[src/rtl/inst_fetch_queue_if.sv]
// Fetch-side bundle: instruction-memory request/response, execute-side redirect/halt,
// and the decoder valid/ready handshake. master = fetch queue, slave = surrounding core.
interface inst_fetch_queue_if #(
  parameter int unsigned PC_W = 8
);
  logic            imem_req;
  logic [PC_W-1:0] imem_addr;
  logic [7:0]      imem_rdata;
  logic            redirect_valid;
  logic [PC_W-1:0] redirect_pc;
  logic            halt;
  logic            inst_valid;
  logic [7:0]      inst;
  logic [PC_W-1:0] inst_pc;
  logic            inst_ready;

  modport master (
    output imem_req, imem_addr, inst_valid, inst, inst_pc,
    input  imem_rdata, redirect_valid, redirect_pc, halt, inst_ready
  );

  modport slave (
    input  imem_req, imem_addr, inst_valid, inst, inst_pc,
    output imem_rdata, redirect_valid, redirect_pc, halt, inst_ready
  );
endinterface

[src/rtl/inst_fetch_queue.sv]
// Instruction fetch initiator with credit-based prefetch FIFO and redirect flush.
// Optional FETCH_PERF_CNT_EN adds a saturating decoder-starvation counter (stall_cnt).
module inst_fetch_queue #(
  parameter int unsigned     PC_W     = 8,
  parameter int unsigned     DEPTH    = 4,
  parameter logic [PC_W-1:0] RESET_PC = '0
) (
  input  logic                clk,
  input  logic                reset,
`ifdef FETCH_PERF_CNT_EN
  output logic [15:0]         stall_cnt,
`endif
  inst_fetch_queue_if.master  bus
);
  localparam int unsigned PTR_W = $clog2(DEPTH);
  localparam int unsigned CNT_W = PTR_W + 1;

  logic [PC_W-1:0]  pc_q, pc_d;
  logic [PC_W-1:0]  fetch_pc_q;
  logic             inflight_q;
  logic [CNT_W-1:0] count_q, count_d;
  logic [PTR_W-1:0] rd_ptr_q, rd_ptr_d;
  logic [PTR_W-1:0] wr_ptr_q, wr_ptr_d;
  logic [7:0]       inst_mem_q [DEPTH];
  logic [PC_W-1:0]  pc_mem_q   [DEPTH];

  logic             req;
  logic             push;
  logic             pop;
  logic [CNT_W:0]   credit_used;

  // Queued entries plus the outstanding fetch must fit, so a push can never overflow.
  assign credit_used = {1'b0, count_q} + (CNT_W+1)'(inflight_q);
  assign req  = !reset && !bus.halt && !bus.redirect_valid &&
                (credit_used < (CNT_W+1)'(DEPTH));
  assign push = inflight_q && !bus.redirect_valid;
  assign pop  = (count_q != '0) && bus.inst_ready;

  always_comb begin
    pc_d     = pc_q;
    count_d  = count_q;
    rd_ptr_d = rd_ptr_q;
    wr_ptr_d = wr_ptr_q;
    if (bus.redirect_valid) begin
      pc_d     = bus.redirect_pc;
      count_d  = '0;
      rd_ptr_d = '0;
      wr_ptr_d = '0;
    end else begin
      if (req)  pc_d     = pc_q + PC_W'(1);
      if (push) wr_ptr_d = wr_ptr_q + PTR_W'(1);
      if (pop)  rd_ptr_d = rd_ptr_q + PTR_W'(1);
      if (push && !pop)      count_d = count_q + CNT_W'(1);
      else if (pop && !push) count_d = count_q - CNT_W'(1);
    end
  end

  always_ff @(posedge clk) begin
    if (reset) begin
      pc_q       <= RESET_PC;
      fetch_pc_q <= '0;
      inflight_q <= 1'b0;
      count_q    <= '0;
      rd_ptr_q   <= '0;
      wr_ptr_q   <= '0;
    end else begin
      pc_q       <= pc_d;
      inflight_q <= req;
      count_q    <= count_d;
      rd_ptr_q   <= rd_ptr_d;
      wr_ptr_q   <= wr_ptr_d;
      if (req) fetch_pc_q <= pc_q;
    end
  end

  // Each entry pairs the returned word with the address it was fetched from.
  for (genvar gi = 0; gi < int'(DEPTH); gi++) begin : g_entry
    always_ff @(posedge clk) begin
      if (reset) begin
        inst_mem_q[gi] <= '0;
        pc_mem_q[gi]   <= '0;
      end else if (push && (wr_ptr_q == PTR_W'(gi))) begin
        inst_mem_q[gi] <= bus.imem_rdata;
        pc_mem_q[gi]   <= fetch_pc_q;
      end
    end
  end

  assign bus.imem_req   = req;
  assign bus.imem_addr  = pc_q;
  assign bus.inst_valid = (count_q != '0);
  assign bus.inst       = inst_mem_q[rd_ptr_q];
  assign bus.inst_pc    = pc_mem_q[rd_ptr_q];

`ifdef FETCH_PERF_CNT_EN
  logic [15:0] stall_cnt_q;

  // Counts cycles the decoder was ready but starved; survives redirects.
  always_ff @(posedge clk) begin
    if (reset) begin
      stall_cnt_q <= '0;
    end else if (bus.inst_ready && (count_q == '0) && (stall_cnt_q != 16'hFFFF)) begin
      stall_cnt_q <= stall_cnt_q + 16'd1;
    end
  end

  assign stall_cnt = stall_cnt_q;
`endif
endmodule
[src/flat_wrapper.sv]
// flat-port wrapper written by rule: the top's interface ports become plain ports
module inst_fetch_queue_flat 
#(
  parameter int unsigned     PC_W     = 8,
  parameter int unsigned     DEPTH    = 4,
  parameter logic [PC_W-1:0] RESET_PC = '0
)
  (clk, reset, bus_imem_req, bus_imem_addr, bus_inst_valid, bus_inst, bus_inst_pc, bus_imem_rdata, bus_redirect_valid, bus_redirect_pc, bus_halt, bus_inst_ready);
  inst_fetch_queue_if #(.PC_W(PC_W)) bus_i ();
  input  logic clk;
  input  logic reset;
  output wire logic [$bits(bus_i.imem_req)-1:0] bus_imem_req;
  output wire logic [$bits(bus_i.imem_addr)-1:0] bus_imem_addr;
  output wire logic [$bits(bus_i.inst_valid)-1:0] bus_inst_valid;
  output wire logic [$bits(bus_i.inst)-1:0] bus_inst;
  output wire logic [$bits(bus_i.inst_pc)-1:0] bus_inst_pc;
  input wire logic [$bits(bus_i.imem_rdata)-1:0] bus_imem_rdata;
  input wire logic [$bits(bus_i.redirect_valid)-1:0] bus_redirect_valid;
  input wire logic [$bits(bus_i.redirect_pc)-1:0] bus_redirect_pc;
  input wire logic [$bits(bus_i.halt)-1:0] bus_halt;
  input wire logic [$bits(bus_i.inst_ready)-1:0] bus_inst_ready;
  assign bus_imem_req = bus_i.imem_req;
  assign bus_imem_addr = bus_i.imem_addr;
  assign bus_inst_valid = bus_i.inst_valid;
  assign bus_inst = bus_i.inst;
  assign bus_inst_pc = bus_i.inst_pc;
  assign bus_i.imem_rdata = bus_imem_rdata;
  assign bus_i.redirect_valid = bus_redirect_valid;
  assign bus_i.redirect_pc = bus_redirect_pc;
  assign bus_i.halt = bus_halt;
  assign bus_i.inst_ready = bus_inst_ready;
  inst_fetch_queue #(.PC_W(PC_W), .DEPTH(DEPTH), .RESET_PC(RESET_PC)) u_core (.clk(clk), .reset(reset), .bus(bus_i));
endmodule
[config.mk]
export PLATFORM = sky130hd
export DESIGN_NAME = inst_fetch_queue_flat
export DESIGN_NICKNAME = d
export VERILOG_FILES = /design/src/rtl/inst_fetch_queue_if.sv /design/src/rtl/inst_fetch_queue.sv /design/src/flat_wrapper.sv
export SDC_FILE = /design/constraint.sdc
export NUM_CORES = 1
export LEC_CHECK = 0
export ABC_AREA = 1
export CAP_MARGIN = 10
export CORE_ASPECT_RATIO = 2
export CORE_MARGIN = 2
export CORE_UTILIZATION = 37
export CTS_CLUSTER_DIAMETER = 200
export DETAILED_ROUTE_END_ITERATION = 16
export PLACE_DENSITY = 0.6
export REMOVE_ABC_BUFFERS = 1
export SYNTH_ARGS = -nofsm -noshare
export SYNTH_HDL_FRONTEND = slang
export SYNTH_SLANG_ARGS = --single-unit
[constraint.sdc]
create_clock -name clk -period 5.5 [get_ports clk]
set_input_delay 1.1 -clock clk [delete_from_list [all_inputs] [get_ports clk]]
set_output_delay 1.1 -clock clk [all_outputs]
set_load 0.05 [all_outputs]
# Yosys cells after proc, flatten, opt, wreduce, memory -nomap -nowiden
# Memories as Yosys holds them, arrays and structs flattened. A register that Yosys moved wholly into a read port is not among the register bits.
# Index checks and enable logic that the tools add are counted.
# totals
regBits	24
latch_bits	0
mem_bits_rw	64
romBits	0
in_bits	21
out_inout_bits	26
wordCells	77
memories	2
# memory_table
memory	words	width	rd	rd_ports_with_merged_regs	write_ports	line	source
u_core.inst_mem_q	4	8	1	1	4	inst_fetch_queue.sv:24	logic [7:0] inst_mem_q [DEPTH];
u_core.pc_mem_q	4	8	1	1	4	inst_fetch_queue.sv:25	logic [PC_W-1:0] pc_mem_q [DEPTH];
# classes
addsub	6
multipliers	0
div_mod_pow	0
magnitude_cmp	1
eq_ne	3
shifts	0
muxes	30
n_bitwise	8
reduce_logical	21
# ops
cell	n
8-bit two-way mux	10
1-bit two-way mux	14
1-bit logical AND	11
8-bit by 1-bit adder with 8-bit output, second input constant	1
2-bit two-way mux	4
1-bit bitwise OR	8
3-bit two-way mux	2
1-bit zero test	5
2-bit by 1-bit adder with 2-bit output, second input constant	2
3-bit by 1-bit adder with 4-bit output	1
2-bit equality test, second input constant	2
4-bit by 3-bit < comparator with 1-bit output, second input constant	1
2-bit nonzero test	2
3-bit by 1-bit adder with 3-bit output, second input constant	1
3-bit nonzero test	1
3-bit by 1-bit subtractor with 3-bit output, second input constant	1
2-bit by 1-bit equality test with 1-bit output, second input constant	1
2-bit zero test	1
2-bit OR reduction	1

# Depth between registers and ports, before layout
# logic_depth
depth_word	7
ltp_mapped	12
depth_no_buf	11

# Least setup slack after synthesis
# OpenSTA, ideal clock, no wires.
# synth_path
path_type	input to output
from	input port bus_redirect_valid
to	output port bus_imem_req
arrival_ns	1.634
required_ns	4.400
slack_ns	2.766
cell_stages	3
n_path_buf	0
cell_sequence	nor2_4 > nand3_4 > inv_2
# synth_between
elab_chain_len	3
# synth_rtl
element	line	source
from (decl)	flat_wrapper.sv:18	input wire logic [$bits(bus_i.redirect_valid)-1:0] bus_redirect_valid;
1-bit zero test	inst_fetch_queue.sv:34	assign req = !reset && !bus.halt && !bus.redirect_valid &&
1-bit logical AND (2 in series)	inst_fetch_queue.sv:34	
to (decl)	flat_wrapper.sv:12	output wire logic [$bits(bus_i.imem_req)-1:0] bus_imem_req;
# Every way passes these cells.

# Worst setup path after layout
# Ends and elaborated chain as after synthesis.

==> run summary <==
Post-CTS setup buffer count = 0
Post-route clock period utilization = 0.8190
First-pass GRT wire length = 13,920 µm
Critical path class = input pin to output port
Post-synthesis instance total = 415
Sequential share of the synthesized area = 0.6085
PD cells = 308.4 mW/mm²
Most used cell, CP = clkdlybuf4s50_1
Die Footprint = 0.01175 mm²
DRT Pass-1 Iters = 4
Die Wd = 77.65 µm
H-tree levels = 3
Final critical-path required period = 4.505 ns
Worst-path clk slew = 0.06 ns
Unique masters post-synth = 25
Overflow after GRT = 0
Unrepaired setup endpoints after global routing = no
Root Driver = clkbuf_16
Number of global-route vias before repair = 2,994
Hold-fix buffers, CTS = 0
Routed WL = 8664 µm
Tightest Hold Check Type = flop to flop
Top cell type's share of synthesized area = 0.4788
GRT Total Usage = 0.1544
CTS Sinks = 90
CP max FO = 23
Die Y = 151.3 µm
CTS Buf Count = 9
Synth Register Bits = 90
Hold Violations, Final = 0
Top FF cell, synth = edfxtp_1
Critical path buffers and inverters = 3
Clk buf depth = 2
Outcome = finished, final reports clean
Placed Cells = 583
Final core occ = 0.4602
Synth cell count leaders = nor2_1, edfxtp_1, o21ai_0, inv_1, nand2_1
Slew @ Worst Pin = 0.9332 ns
Placeable Area = 0.01054 mm²
CP endpoint kind = output port
WL per Instance = 14.46 µm
Setup violators final = 0
Syn Area/Cell = 9.672 µm²
Max_cap viols = 0
Detailed-route via count = 2,982
Area growth syn-to-layout = 20.89%
Fraction of registers with async set/reset = 0
DP Wirelength = 5777 µm
Cell taking the most area after synthesis = edfxtp_1
Ant. Diodes = 0
Critical Path RT = 4.40 ns
Post_cts resized = 0
Worst IR Drop VDD = 0.1939 mV
Fin. max-slew vios = 0
Top delay family on crit path = buffers and inverters
Initial DRC count = 150
Setup TNS = 0 ns
WP data arrival = 3.40 ns
Synth top area cells = edfxtp_1, dfxtp_1, nor2_1, o21ai_0, inv_1
Max-Slew Margin vs Limit = 0.3772
Largest net degree at the start of global routing = 34
Fmax = 222.0 MHz
DRC viols = 0
Setup ws final = 0.9953 ns
Clk_skew = 0.005305 ns
Crit-path cells = clkdlybuf4s50_1 > nor2_4 > nand3_4 > inv_2 > clkdlybuf4s50_1
Clk Latency, worst-skew pair = 0.33 ns
Ratio of cells with drive above 1 in the final layout = 0.06061
Yosys warning count = 0
Number of buffers added on ports = 46
Initial Util = 0.3807
Number of enable flip-flop cells after synthesis = 64
Pleak = 1.834 nW
Vias per cell = 4.978
Non-Filler Instances = 599
CTS tree = done
Layout Nets = 485
GP Congestion = 0.7813
Antenna Nets Post-Route = 0
Pre-CTS setup slack = 0.9812 ns
Number of I/O pins = 47
Slowest stage delay, CP = 0.84 ns
Crit-path slowest cell = clkdlybuf4s50_1
Final hold slack = 0.4806 ns
Mapped cell area = 0.004014 mm²
Site Rows = 53
CP startpoint kind = input pin
Initial antenna violation count = 0
Most frequent cell after synthesis = nor2_1
-- metal layers --
| layer | track usage | up-vias | routed length [µm] |
|---|---|---|---|
| met1 | 0.1556 | 1399 | 3315 |
| li1 | - | 1480 | - |
| met4 | 0.08304 | 0 | 289 |
| met5 | 0 | - | 0 |
| met3 | 0.02026 | 22 | 309 |
| met2 | 0.2991 | 81 | 4749 |
-- worst paths after layout --
| check | endpoint | depth (start not counted) | startpoint | slack, ns |
|---|---|---|---|---|
| setup / recovery | bus_imem_req | 5 | bus_redirect_valid | 1.0 |
| setup reg to reg | u_core.count_q[2] | 11 | u_core.count_q[0] | 3.67 |
| hold reg to reg | flop | 2 | u_core.rd_ptr_q[1] | 0.48 |
| hold / removal | flop | 2 | u_core.rd_ptr_q[1] | 0.48 |
-- state kept, by name, summed over array words and instances, names as in the netlist, named ones only --
register	count
u_core.count_q	3
u_core.wr_ptr_q	2
u_core.inst_mem_q	32
u_core.fetch_pc_q	8
u_core.rd_ptr_q	2
u_core.pc_mem_q	32
u_core.bus.imem_addr	8
u_core.inflight_q	1
-- power breakdown --
part / internal (W) / switching (W)
combinational: 0.0000502 / 0.000102
clock: 0.000332 / 0.000250
sequential: 0.000750 / 0.0000125
total: 0.00113 / 0.000364
-- worst reg2reg max path: cells and delay by family, from the launching register on --
| family | cells | cell delay, ns |
|---|---|---|
| AOI/OAI and AO/OA | 2 | 0.26 |
| adders and majority gates | 2 | 0.58 |
| buffers and inverters | 2 | 0.17 |
| DFF | 1 | 0.35 |
| and+or+nand+nor | 5 | 0.43 |
-- metrics by stage --
step	power (W)	cell area (µm²)
global route	0.001545	4852
floorplan	0.0008690	3925
global placement	0.0009275	4564
CTS	0.001510	4852
finish	0.001497	4852
detailed placement	0.0009303	4564
-- final cells by class --
class / instances / area [µm²]
clock inverter: 6 / 37.54
sequential: 90 / 2442
inverter: 43 / 168.9
timing repair buffer: 47 / 467.9
clock buffer: 10 / 250.2
tap: 137 / 171.4
fill: 1045 / 5692
multi-input combinational: 266 / 1314
-- logic make-up after synthesis --
group           after synthesis  synth area share
compound gates               86            0.1147
fa+ha+maj                     7           0.02369
flops                        90            0.6085
buf+inv                      59           0.06422
xor+xnor                      1          0.002182
simple gates                172            0.1867
-- cells in the final DEF, fill, tap and decap left out --
cell type and count:
dfxtp_1 26, nor2_1 107, clkbuf_16 10, o21ai_0 46, o21bai_1 1, inv_6 1, inv_2 2, nand2_1 38
clkinv_2 2, ha_1 6, fa_1 1, nand3_1 18, nor3_1 2, inv_1 39, clkdlybuf4s50_1 46, a21oi_1 20
nor2_4 1, edfxtp_1 64, o22ai_1 16, xnor2_1 1, nand3_4 5, inv_4 3, buf_4 1, o21a_1 2
a21boi_0 1, clkinvlp_4 2, nand2_2 1
Note: power is estimated with default switching activity, not from simulation.
